===== src/rtl/loader_pkg.sv =====
// rtl/loader_pkg.sv - shared types and defaults for the UART program loader
package loader_pkg;

  typedef enum logic [1:0] {
    RX_IDLE,
    RX_START,
    RX_DATA,
    RX_STOP
  } rx_state_e;

  localparam int DEFAULT_CLKS_PER_BIT = 4;

endpackage


===== src/rtl/uart_rx_byte.sv =====
// rtl/uart_rx_byte.sv - 8N1 receiver: synchronizer, baud counter and RX FSM
module uart_rx_byte
  import loader_pkg::*;
#(
  parameter int CLKS_PER_BIT = DEFAULT_CLKS_PER_BIT
) (
  input  logic       clk,
  input  logic       rst,
  input  logic       rx,
  output logic       byte_valid,
  output logic [7:0] byte_data,
  output logic       frame_err_pulse
);

  localparam int CW = $clog2(CLKS_PER_BIT);
  localparam logic [CW-1:0] FULL_CNT = CW'(CLKS_PER_BIT - 1);
  localparam logic [CW-1:0] HALF_CNT = CW'(CLKS_PER_BIT / 2 - 1);

  logic          rx_meta;
  logic          rx_sync;
  rx_state_e     state;
  logic [CW-1:0] baud_cnt;
  logic [2:0]    bit_idx;
  logic [7:0]    shift;

  always_ff @(posedge clk) begin
    if (rst) begin
      rx_meta         <= 1'b1;
      rx_sync         <= 1'b1;
      state           <= RX_IDLE;
      baud_cnt        <= '0;
      bit_idx         <= '0;
      shift           <= '0;
      byte_valid      <= 1'b0;
      byte_data       <= '0;
      frame_err_pulse <= 1'b0;
    end else begin
      rx_meta         <= rx;
      rx_sync         <= rx_meta;
      byte_valid      <= 1'b0;
      frame_err_pulse <= 1'b0;
      case (state)
        RX_IDLE: begin
          baud_cnt <= '0;
          if (!rx_sync) state <= RX_START;
        end
        // Half a bit in, re-check the line so a short glitch is not taken as a start bit.
        RX_START: begin
          if (baud_cnt == HALF_CNT) begin
            baud_cnt <= '0;
            bit_idx  <= '0;
            state    <= rx_sync ? RX_IDLE : RX_DATA;
          end else begin
            baud_cnt <= baud_cnt + CW'(1);
          end
        end
        RX_DATA: begin
          if (baud_cnt == FULL_CNT) begin
            baud_cnt <= '0;
            shift    <= {rx_sync, shift[7:1]};
            bit_idx  <= bit_idx + 3'd1;
            if (bit_idx == 3'd7) state <= RX_STOP;
          end else begin
            baud_cnt <= baud_cnt + CW'(1);
          end
        end
        RX_STOP: begin
          if (baud_cnt == FULL_CNT) begin
            baud_cnt <= '0;
            state    <= RX_IDLE;
            if (rx_sync) begin
              byte_valid <= 1'b1;
              byte_data  <= shift;
            end else begin
              frame_err_pulse <= 1'b1;
            end
          end else begin
            baud_cnt <= baud_cnt + CW'(1);
          end
        end
        default: state <= RX_IDLE;
      endcase
    end
  end

endmodule


===== src/rtl/uart_prog_loader.sv =====
// rtl/uart_prog_loader.sv - assembles UART bytes into words, fills imem, gates CPU reset
module uart_prog_loader
  import loader_pkg::*;
#(
  parameter int CLKS_PER_BIT = DEFAULT_CLKS_PER_BIT,
  parameter int CELL_NUMBERS = 64,
  parameter int ADDR_W       = $clog2(CELL_NUMBERS)
) (
  input  logic              clk,
  input  logic              rst,
  input  logic              rx,
  output logic              imem_we,
  output logic [ADDR_W-1:0] imem_addr,
  output logic [31:0]       imem_wdata,
  output logic              load_done,
  output logic              cpu_rst,
  output logic              frame_err
);

  localparam logic [ADDR_W:0] LAST_WORD = (ADDR_W + 1)'(CELL_NUMBERS);

  logic            byte_valid;
  logic [7:0]      byte_data;
  logic            frame_err_pulse;
  logic [1:0]      byte_cnt;
  logic [23:0]     word_buf;
  logic [ADDR_W:0] word_cnt;

  uart_rx_byte #(
    .CLKS_PER_BIT(CLKS_PER_BIT)
  ) u_rx (
    .clk            (clk),
    .rst            (rst),
    .rx             (rx),
    .byte_valid     (byte_valid),
    .byte_data      (byte_data),
    .frame_err_pulse(frame_err_pulse)
  );

  always_ff @(posedge clk) begin
    if (rst) begin
      byte_cnt   <= '0;
      word_buf   <= '0;
      word_cnt   <= '0;
      imem_we    <= 1'b0;
      imem_addr  <= '0;
      imem_wdata <= '0;
      load_done  <= 1'b0;
      cpu_rst    <= 1'b1;
      frame_err  <= 1'b0;
    end else begin
      imem_we <= 1'b0;
      cpu_rst <= ~load_done;
      if (frame_err_pulse) frame_err <= 1'b1;
      if (word_cnt == LAST_WORD) load_done <= 1'b1;
      // Bytes arriving once the image is complete are discarded.
      if (byte_valid && !load_done && word_cnt != LAST_WORD) begin
        case (byte_cnt)
          2'd0: word_buf[7:0]   <= byte_data;
          2'd1: word_buf[15:8]  <= byte_data;
          2'd2: word_buf[23:16] <= byte_data;
          default: begin
            imem_we    <= 1'b1;
            imem_addr  <= word_cnt[ADDR_W-1:0];
            imem_wdata <= {byte_data, word_buf};
            word_cnt   <= word_cnt + (ADDR_W + 1)'(1);
          end
        endcase
        byte_cnt <= byte_cnt + 2'd1;
      end
    end
  end

endmodule


===== config.mk =====
export PLATFORM = sky130hd
export DESIGN_NAME = uart_prog_loader
export DESIGN_NICKNAME = d
export VERILOG_FILES = /design/src/rtl/loader_pkg.sv /design/src/rtl/uart_rx_byte.sv /design/src/rtl/uart_prog_loader.sv
export SDC_FILE = /design/constraint.sdc
export NUM_CORES = 1
export LEC_CHECK = 0
export BUFFER_PORTS_ARGS = -buffer_cell sky130_fd_sc_hd__buf_2
export CAP_MARGIN = 10
export CORE_UTILIZATION = 52
export CTS_CLUSTER_SIZE = 28
export DETAILED_ROUTE_END_ITERATION = 12
export PLACE_DENSITY = 0.78
export SYNTH_ARGS = -nofsm -noshare
export SYNTH_HDL_FRONTEND = slang
export SYNTH_SLANG_ARGS = --single-unit

===== constraint.sdc =====
create_clock -name clk -period 1.8 [get_ports clk]
set_clock_uncertainty 0.1 [all_clocks]
set_input_delay 0 -clock clk [delete_from_list [all_inputs] [get_ports clk]]
set_output_delay 0 -clock clk [all_outputs]
set_load 0.03 [all_outputs]

==> results of run 1 <==
layout make-up:
class | count | area, um2 | area share
Timing Repair Buffer | 63 | 455 | 0.0989
Inverter | 11 | 41.3 | 0.00896
Tap cell | 99 | 124 | 0.0269
Clock inverter | 7 | 73.8 | 0.0160
Sequential cell | 102 | 2050 | 0.444
Clock buffer | 9 | 124 | 0.0269
Multi-Input combinational cell | 304 | 1740 | 0.378
per-stage QoR:
stage	total power, mW	TNS (ns)	area, um2	instances	util
6_report	3.78	0	4610	595	0.635
5_1_grt	3.94	-0.00123	4610	595	0.635
4_1_cts	3.81	0	4590	595	0.633
3_5_place_dp	2.42	0	4370	577	0.603
3_3_place_gp	2.42	0	4370	577	0.603
2_1_floorplan	2.40	0	3920	439	-
synthesized netlist by cell type, drive strengths merged, types with 5 or more instances:
library cell / count
nand2: 106
dfxtp: 102
a21oi: 61
nor2: 41
mux2i: 25
ha: 16
clkbuf: 15
nand3: 12
inv: 11
buf: 7
a211oi: 5
nand2b: 5
state kept, by name, indices dropped and copies added, names as in the netlist, named ones only:
signal and cells:
frame_err 1, u_rx.baud_cnt 2, u_rx.rx_sync 1, imem_addr 6
u_rx.bit_idx 3, word_cnt 7, u_rx.state 1, cpu_rst 1
u_rx.byte_data 8, imem_we 1, word_buf 24, load_done 1
u_rx.rx_meta 1, u_rx.shift 8, u_rx.byte_valid 1, imem_wdata 32
u_rx.frame_err_pulse 1, byte_cnt 2
metal layers:
metal  global-route usage  vias to the layer above  share of wire
met3               0.0401                       15          0.035
met1                0.269                     1422           0.45
met4                0.103                        0          0.022
met5                    0                        -              0
li1                     -                     1554              -
met2                0.345                       52           0.49
where the power goes:
group / switching, mW / internal (mW)
combinational: 0.0734 / 0.0356
sequential: 0.00609 / 2.26
clock: 0.851 / 0.548
cell families after synthesis:
| family | Yosys count | synth area share |
|---|---|---|
| AOI/OAI and AO/OA | 75 | 0.109 |
| xor gates and xnor gates | 5 | 0.0113 |
| adders and majority gates | 16 | 0.0515 |
| buffers and inverters | 33 | 0.0357 |
| DFF | 102 | 0.525 |
| muxes | 25 | 0.0644 |
| and+or+nand+nor | 183 | 0.202 |
worst max-delay path: stages (launching register included):
cell     delay (ns)
dfxtp_1        0.39
ha_2           0.23
and3b_1        0.21
a21bo_2        0.26
buf_12         0.16
a22oi_1        0.16
nor2_1         0.06
timing repair:
item                                    in CTS  in global routing
resized for setup                            0                  6
hold endpoints to repair                    11                  0
endpoints found under the setup margin       0                 50
hold buffers                                 2                  0
worst paths after layout:
kind                             from                         to  slack (ns)  cells after the start
max          byte_cnt[1]$_SDFFE_PP0N_  imem_addr[3]$_SDFFE_PP0P_        0.13                      6
min                                rx    u_rx.rx_meta$_SDFF_PP1_        0.26                      3
max reg2reg  byte_cnt[1]$_SDFFE_PP0N_  imem_addr[3]$_SDFFE_PP0P_        0.13                      6
min reg2reg   u_rx.rx_meta$_SDFF_PP1_    u_rx.rx_sync$_SDFF_PP1_        0.34                      1
==> metrics.md, run 1 <==
| Metric | Value |
|---|---|
| Slew @ Worst Pin | `about 0.4 ns` |
| CP Class | `reg -> reg` |
| Rows | `31` |
| Synth Warn # | `0` |
| Final period util | `0.930` |
| Fill cells | `627` |
| Gate Count Post-Synth | `439` |
| GP Congestion | `0.818` |
| CTS tree | `built` |
| Most frequent cells in the layout | `106 x nand2_1, 99 x dfxtp_1, 61 x a21oi_1` |
| Post-synth EDFFs | `0` |
| CP Launch Type | `flip-flop` |
| FF+latch count, synth | `102` |
| Syn Area/Cell | `approximately 8.9 um2` |
| Width of the chip | `88.5 um` |
| Area delta synth->final | `18.5%` |
| Worst-Skew Late Latency | `0.37 ns` |
| Wirelength, routed | `7640 um` |
| Critical Path AT | `between 1.5 and 2 ns` |
| Hpwl dp | `5300 um` |
| Clk root buf | `clkbuf_8` |
| Clk slew on worst S/H paths | `roughly 0.1 ns` |
| Type of the tightest min-delay check | `in -> reg` |
| Number of primary I/O pins | `45` |
| Post-Syn Area | `3890 um2` |
| Tmin final | `between 1.5 and 2 ns` |
| Final Hold Fails | `0` |
| Vias in the first global route | `2700` |
| CTS sink count | `about 100` |
| Top_reg_cell synth | `dfxtp_1` |
| Port bufs | `44` |
| Grt ovf | `0` |
| DR vias/cell | `5.11` |
| Critical path required time | `1.97 ns` |
| Largest net degree at the start of global routing | `between 50 and 60` |
| CTS max path bufs | `2` |
| P_leak | `1.74 nW` |
| Initial Util | `0.536` |
| VDD IR max | `528 uV` |
| CP endpoint kind | `flip-flop` |
| Routed Antenna Nets | `0` |
| Max Clock Freq | `597 MHz` |
| # diodes | `0` |
| Die height | `88.5 um` |
| DRC | `0` |
| DRT iter0 DRCs | `167` |
| Rel. slew slack | `0.740` |
| CP max FO | `31` |
| PwrDens | `820 nW/um2` |
| PnR worst setup slack | `0.125 ns` |
| Synth Net Count | `458` |
| Routed wire per std cell | `12.8 um` |
| Synth area leaders | `dfxtp_1 53%, nand2_1 10%, a21oi_1 7.9%` |
| Unique cell type count in the Yosys netlist | `35` |
| Setup bufs post-CTS | `0` |
| Router iterations before antenna repair | `4` |
| Register area share after synthesis | `0.525` |
| Final net count | `510` |
| Status | `finished, final reports clean` |
| Pins over their slew limit | `0` |
| Initial antenna violation count | `0` |
| Tot GR Track Use | `0.211` |
| Worst setup slack after placement | `0.0392 ns` |
| Dominant cell type by area after synthesis | `dfxtp_1` |
| Max Cap Viol | `0` |
| Cts bufs inserted | `9` |
| Global-route wire length before repair | `12500 um` |
| Setup violators final | `0` |
| Post-synth top area share | `0.525` |
| Layout cell share with drive strength beyond 1 | `0.185` |
| Vias | `3043` |
| Post-synth ARST share | `0` |
| Max H-tree Level | `3` |
| Core Area | `7250 um2` |
| Hold Slack | `0.263 ns` |
| Commonest non-fill, non-tap cell in the layout | `nand2_1` |
| Die footprint | `7820 um2` |
No activity file was read; power rests on OpenSTA's default activity.
==> run 2, diff against run 1 <==
Settings changed: BUFFER_PORTS_ARGS -buffer_cell sky130_fd_sc_hd__buf_2 to not set, CORE_UTILIZATION 52 to 56, DONT_BUFFER_PORTS set to 1, PLACE_DENSITY 0.78 to 0.77.
==> metrics.md, run 2 (same netlist as run 1, synthesis figures left out) <==
| Metric | Value |
|---|---|
| DRC | `0` |
| Final period util | `0.964` |
| Commonest non-fill, non-tap cell in the layout | `nand2_1` |
| Initial antenna violation count | `0` |
| Met1 usage | `0.301` |
| Port bufs | `0` |
| Min-delay src | `rst` |
| Core Area | `around 6500 um2` |
| Gr busiest metal | `met2` |
| Max Clock Freq | `577 MHz` |
| Final Hold Fails | `96` |
| Routed Antenna Nets | `0` |
| Status | `complete, but fails checks` |
| Pins over their slew limit | `0` |
| Type of the tightest min-delay check | `in -> reg` |
| Fill cells | `525` |
| CP endpoint kind | `flip-flop` |
| Max H-tree Level | `3` |
| Die height | `85.3 um` |
| CTS sink count | `between 100 and 150` |
| Grt ovf | `0` |
| CP Class | `reg -> reg` |
| Biggest register | `imem_wdata` |
| Die footprint | `7280 um2` |
| CP Launch Type | `flip-flop` |
| Critical path required time | `1.96 ns` |
| DR vias/cell | `5.46` |
| Setup violators final | `0` |
| Worst-Skew Late Latency | `0.36 ns` |
| Most frequent cells in the layout | `106 x nand2_1, 98 x dfxtp_1, 61 x a21oi_1` |
| Failing checks | `negative hold slack` |
| Clk slew on worst S/H paths | `0.10 ns` |
| PwrDens | `839 nW/um2` |
| Crit Reg-Reg Endpoint | `word_buf[3]$_SDFFE_PP0P_` |
| Global-route wire length before repair | `between 10000 and 15000 um` |
| Fin util | `0.670` |
| Critical Path AT | `~1.9 ns` |
| VDD IR max | `424 uV` |
| Number of primary I/O pins | `between 40 and 50` |
| Clk root buf | `clkbuf_8` |
| Hold Crit Endpoint | `imem_addr[1]$_SDFFE_PP0P_` |
| Rows | `29` |
| Vias | `2910` |
| Vias in the first global route | `2671` |
| Hold-fix buffers at CTS | `7` |
| Routed wire per std cell | `around 14 um` |
| Hold Slack | `-0.384 ns` |
| Slew @ Worst Pin | `between 0.3 and 0.4 ns` |
| Max Cap Viol | `0` |
| Setup bufs post-CTS | `0` |
| Critical R2R Launch | `word_cnt[0]$_SDFFE_PP0P_` |
| CTS tree | `built` |
| Rel. slew slack | `0.749` |
| Cts bufs inserted | `9` |
| Tmin final | `1.73 ns` |
| Final Power | `between 3 and 4 mW` |
| Wirelength, routed | `7500 um` |
| Router iterations before antenna repair | `4` |
| Largest net degree at the start of global routing | `103` |
| Met3 GRT Util | `0.0389` |
| GP Congestion | `0.810` |
| Tot GR Track Use | `0.223` |
| Layout cell share with drive strength beyond 1 | `0.0987` |
| Reg2Reg Depth | `7` |
| CP max FO | `8` |
| # diodes | `0` |
| Area delta synth->final | `12.6%` |
| M2 GR Usage | `0.350` |
| Hold Path Cell Cnt | `1` |
| CTS max path bufs | `2` |
| Hpwl dp | `4950 um` |
| Biggest regs | `imem_wdata: 32 flops, word_buf: 24 flops` |
| DRT iter0 DRCs | `138` |
| Max reg flops | `32` |
| P_leak | `1.49 nW` |
| Worst R2R Setup Slack | `0.07 ns` |
| Width of the chip | `85.3 um` |
| Final net count | `470` |
| Initial Util | `0.595` |
[run 2: worst max-delay path by stage]
stage,cells after the start,slack [ns],startpoint,end
floorplan,7,0.006,word_cnt[0]$_SDFFE_PP0P_,word_buf[0]$_SDFFE_PP0P_
global placement,7,0.06,word_cnt[0]$_SDFFE_PP0P_,word_buf[2]$_SDFFE_PP0P_
detailed placement,7,0.007,word_cnt[0]$_SDFFE_PP0P_,imem_wdata[13]$_SDFFE_PP0P_
CTS,6,0.03,byte_cnt[0]$_SDFFE_PP0N_,imem_wdata[13]$_SDFFE_PP0P_
global route,7,-0.01,word_cnt[1]$_SDFFE_PP0P_,word_buf[5]$_SDFFE_PP0P_
finish,7,0.07,word_cnt[0]$_SDFFE_PP0P_,word_buf[3]$_SDFFE_PP0P_
[run 2: routing by layer]
metal	part of all wire	wire (um)
met5	0	0
met4	0.019	143
met3	0.028	208
met2	0.48	3580
met1	0.48	3570
[run 2: stage by stage]
step	area [um2]	hold slack (ns)	setup TNS (ns)	setup slack (ns)	instances
6_report	4370	-0.384	0	0.0656	533
5_1_grt	4370	-0.408	-0.0314	-0.00964	533
2_1_floorplan	3920	0.00381	0	0.00621	439
3_5_place_dp	4110	-0.0262	0	0.00712	510
4_1_cts	4360	-0.412	0	0.0313	533
3_3_place_gp	4110	-0.0312	0	0.0646	510
[run 2: timing repair]
item	4_1_cts	5_1_grt
gates cloned	0	0
setup endpoints to repair	1	33
pin swaps	0	1
gates resized for setup	1	5
hold endpoints to repair	102	96
[run 2: critical path, cell delays in order (launching register included)]
cell and delay (ns):
dfxtp_2 0.33, inv_1 0.04, ha_1 0.17, and2_2 0.26
a211oi_4 0.31, buf_12 0.17, mux2i_1 0.20, nor2_1 0.06
[run 2: layout make-up]
| class | count | area [um2] | area share |
|---|---|---|---|
| inverter | 11 | 41.3 | 0.00944 |
| multi-input combinational | 304 | 1740 | 0.398 |
| clock inverter | 5 | 43.8 | 0.0100 |
| timing repair buffer | 23 | 265 | 0.0606 |
| clock buffer | 11 | 141 | 0.0323 |
| sequential | 102 | 2050 | 0.468 |
| tap | 77 | 96.3 | 0.0220 |
[run 2: power by group]
part | switching [mW] | internal [mW]
clock network | 0.779 | 0.556
logic | 0.0415 | 0.0268
registers | 0.00573 | 2.26
==> run 3, diff against run 2 <==
Settings changed: CELL_PAD_IN_SITES_DETAIL_PLACEMENT set to 1, CELL_PAD_IN_SITES_GLOBAL_PLACEMENT set to 2, CORE_UTILIZATION 56 to 34, PLACE_DENSITY 0.77 to 0.76.
==> metrics.md, run 3 (same netlist as run 1, synthesis figures left out) <==
| Metric | Value |
|---|---|
| Rel. slew slack | `0.744` |
| Layout cell share with drive strength beyond 1 | `0.108` |
| Non-filler instance count after layout | `601` |
| Clk root buf | `clkbuf_16` |
| Min-delay src | `rst` |
| Rows | `38` |
| GP Congestion | `roughly 0.71` |
| Crit Reg-Reg Endpoint | `imem_addr[4]$_SDFFE_PP0P_` |
| Area taken by flip-flops and latches | `~2000 um2` |
| Final net count | `475` |
| Most frequent cells in the layout | `106 x nand2_1, 99 x dfxtp_1, 61 x a21oi_1` |
| Reg2Reg Depth | `6` |
| Status | `complete, but fails checks` |
| Hold Path Cell Cnt | `1` |
| Grt ovf | `0` |
| Worst-Skew Late Latency | `~0.35 ns` |
| Post-DP Area | `around 4200 um2` |
| Max Clock Freq | `597 MHz` |
| Clk pwr share | `0.458` |
| Internal Power | `3.41 mW` |
| Failing checks | `negative hold slack` |
| Max reg flops | `32` |
| Hold-fix buffers at CTS | `8` |
| Crit-path max cell delay | `~0.38 ns` |
| CP cell instances | `ha_2 -> and3b_1 -> a21bo_2 -> buf_12 -> a22oi_1 -> nor2_1` |
| Routed Antenna Nets | `0` |
| CP endpoint kind | `flip-flop` |
| Type of the tightest min-delay check | `in -> reg` |
| Initial Util | `0.354` |
| Design Area, Final | `roughly 4600 um2` |
| RSZ-0062 raised after global routing | `false` |
| CTS sink count | `approximately 100` |
| Hold Slack | `-0.385 ns` |
| Worst path buffer plus inverter count | `1` |
| Setup TNS | `0 ns` |
| Commonest non-fill, non-tap cell in the layout | `nand2_1` |
| Max H-tree Level | `3` |
| Vias | `~2900` |
| CP Launch Type | `flip-flop` |
| DRT iter0 DRCs | `127` |
| CP top delay family | `compound AO/OA/AOI/OAI gates` |
| Placed Instances | `576` |
| Width of the chip | `around 110 um` |
| Hpwl dp | `5890 um` |
| Max Cap Viol | `0` |
| DR vias/cell | `4.88` |
| Critical path required time | `between 1.5 and 2 ns` |
| Die footprint | `around 12000 um2` |
| Number of primary I/O pins | `45` |
| Largest net degree at the start of global routing | `103` |
| Vias in the first global route | `2914` |
| Critical Path AT | `around 1.8 ns` |
| Critical Path Slowest Stage Cell | `dfxtp_1` |
| Routed wire per std cell | `15.0 um` |
| Wirelength, routed | `8990 um` |
| Biggest register | `imem_wdata` |
| Reg power frac | `0.526` |
| CTS max path bufs | `2` |
| CTS tree | `built` |
| Slew @ Worst Pin | `0.382 ns` |
| Final Hold Fails | `95` |
| Biggest regs | `imem_wdata: 32 flops, word_buf: 24 flops` |
| Clk slew on worst S/H paths | `~0.070 ns` |
| Critical R2R Launch | `byte_cnt[1]$_SDFFE_PP0N_` |
| Final Power | `between 4 and 5 mW` |
| Fin util | `0.420` |
| Tmin final | `1.67 ns` |
| Router iterations before antenna repair | `4` |
| P_sw | `908 uW` |
| CP Class | `reg -> reg` |
| Die height | `109 um` |
| PnR worst setup slack | `0.125 ns` |
| Hold Crit Endpoint | `word_cnt[1]$_SDFFE_PP0P_` |
| Worst R2R Setup Slack | `0.13 ns` |
| Switching Share | `0.210` |
| CP max FO | `16` |
| Setup violators final | `0` |
| Fill cells | `1260` |
| P_leak | `1.58 nW` |
| # diodes | `0` |
| Final period util | `0.930` |
| Core Area | `11000 um2` |
| VDD IR max | `517 uV` |
| Tot GR Track Use | `0.164` |
| Comb pwr share | `0.017` |
| Initial antenna violation count | `0` |
| PwrDens | `~940 nW/um2` |
| Area delta synth->final | `18.8%` |
| Worst setup slack after placement | `0.0253 ns` |
| Global-route wire length before repair | `14700 um` |
| Multi-input gate area | `1750 um2` |
| DRC | `0` |
| Cts bufs inserted | `9` |
| Pins over their slew limit | `0` |
| Port bufs | `0` |
## run 3: power groups by stage
stage	combinational, mW	clock [mW]	sequential (mW)
floorplan	0.0765	0	2.32
global placement	0.0592	0	2.32
detailed placement	0.0637	0	2.32
CTS	0.0703	2.03	2.27
global route	0.0826	2.12	2.27
finish	0.0726	1.98	2.27
## run 3: how the worst max path moves through the flow
stage / slack, ns / startpoint / depth (start not counted) / endpoint
5_1_grt: 0.004 / u_rx.state[0]$_SDFFE_PP0P_ / 7 / u_rx.bit_idx[2]$_SDFFE_PP0P_
3_3_place_gp: 0.05 / word_cnt[0]$_SDFFE_PP0P_ / 7 / word_buf[1]$_SDFFE_PP0P_
2_1_floorplan: 0.006 / word_cnt[0]$_SDFFE_PP0P_ / 7 / word_buf[0]$_SDFFE_PP0P_
6_report: 0.13 / byte_cnt[1]$_SDFFE_PP0N_ / 6 / imem_addr[4]$_SDFFE_PP0P_
4_1_cts: 0.04 / word_cnt[0]$_SDFFE_PP0P_ / 6 / load_done$_SDFFE_PP0N_
3_5_place_dp: 0.03 / word_cnt[0]$_SDFFE_PP0P_ / 7 / imem_wdata[4]$_SDFFE_PP0P_
## run 3: worst reg2reg max path, delay by kind of cell, from the launching register on
kind,cells,cell delay (ns)
AND/OR/NAND/NOR,2,0.29
adder cells (fa/ha/maj),1,0.22
AO/OA/AOI/OAI,2,0.43
buffers and inverters,1,0.16
flip-flops,1,0.38
## run 3: layout make-up
class / count / share of cell area
clock buffer: 11 / 0.0526
clock inverter: 5 / 0.0122
inverter: 11 / 0.00895
multi-input combinational: 304 / 0.379
sequential: 102 / 0.443
tap: 140 / 0.0380
timing repair buffer: 28 / 0.0661
## run 3: routing by layer
layer	vias to the layer above	share of wire	track usage	wire length (um)
met5	-	0	0	0
met4	0	0.019	0.0811	172
met3	11	0.033	0.0430	299
met2	34	0.46	0.252	4140
met1	1405	0.49	0.213	4380
li1	1481	-	-	-
## run 3: repair_timing
action | CTS | global route
resized for setup | 1 | 6
pin swaps | 0 | 1
hold endpoints to repair | 102 | 95
cloned | 0 | 0
endpoints found under the setup margin | 3 | 43
buffers inserted | 0 | 1
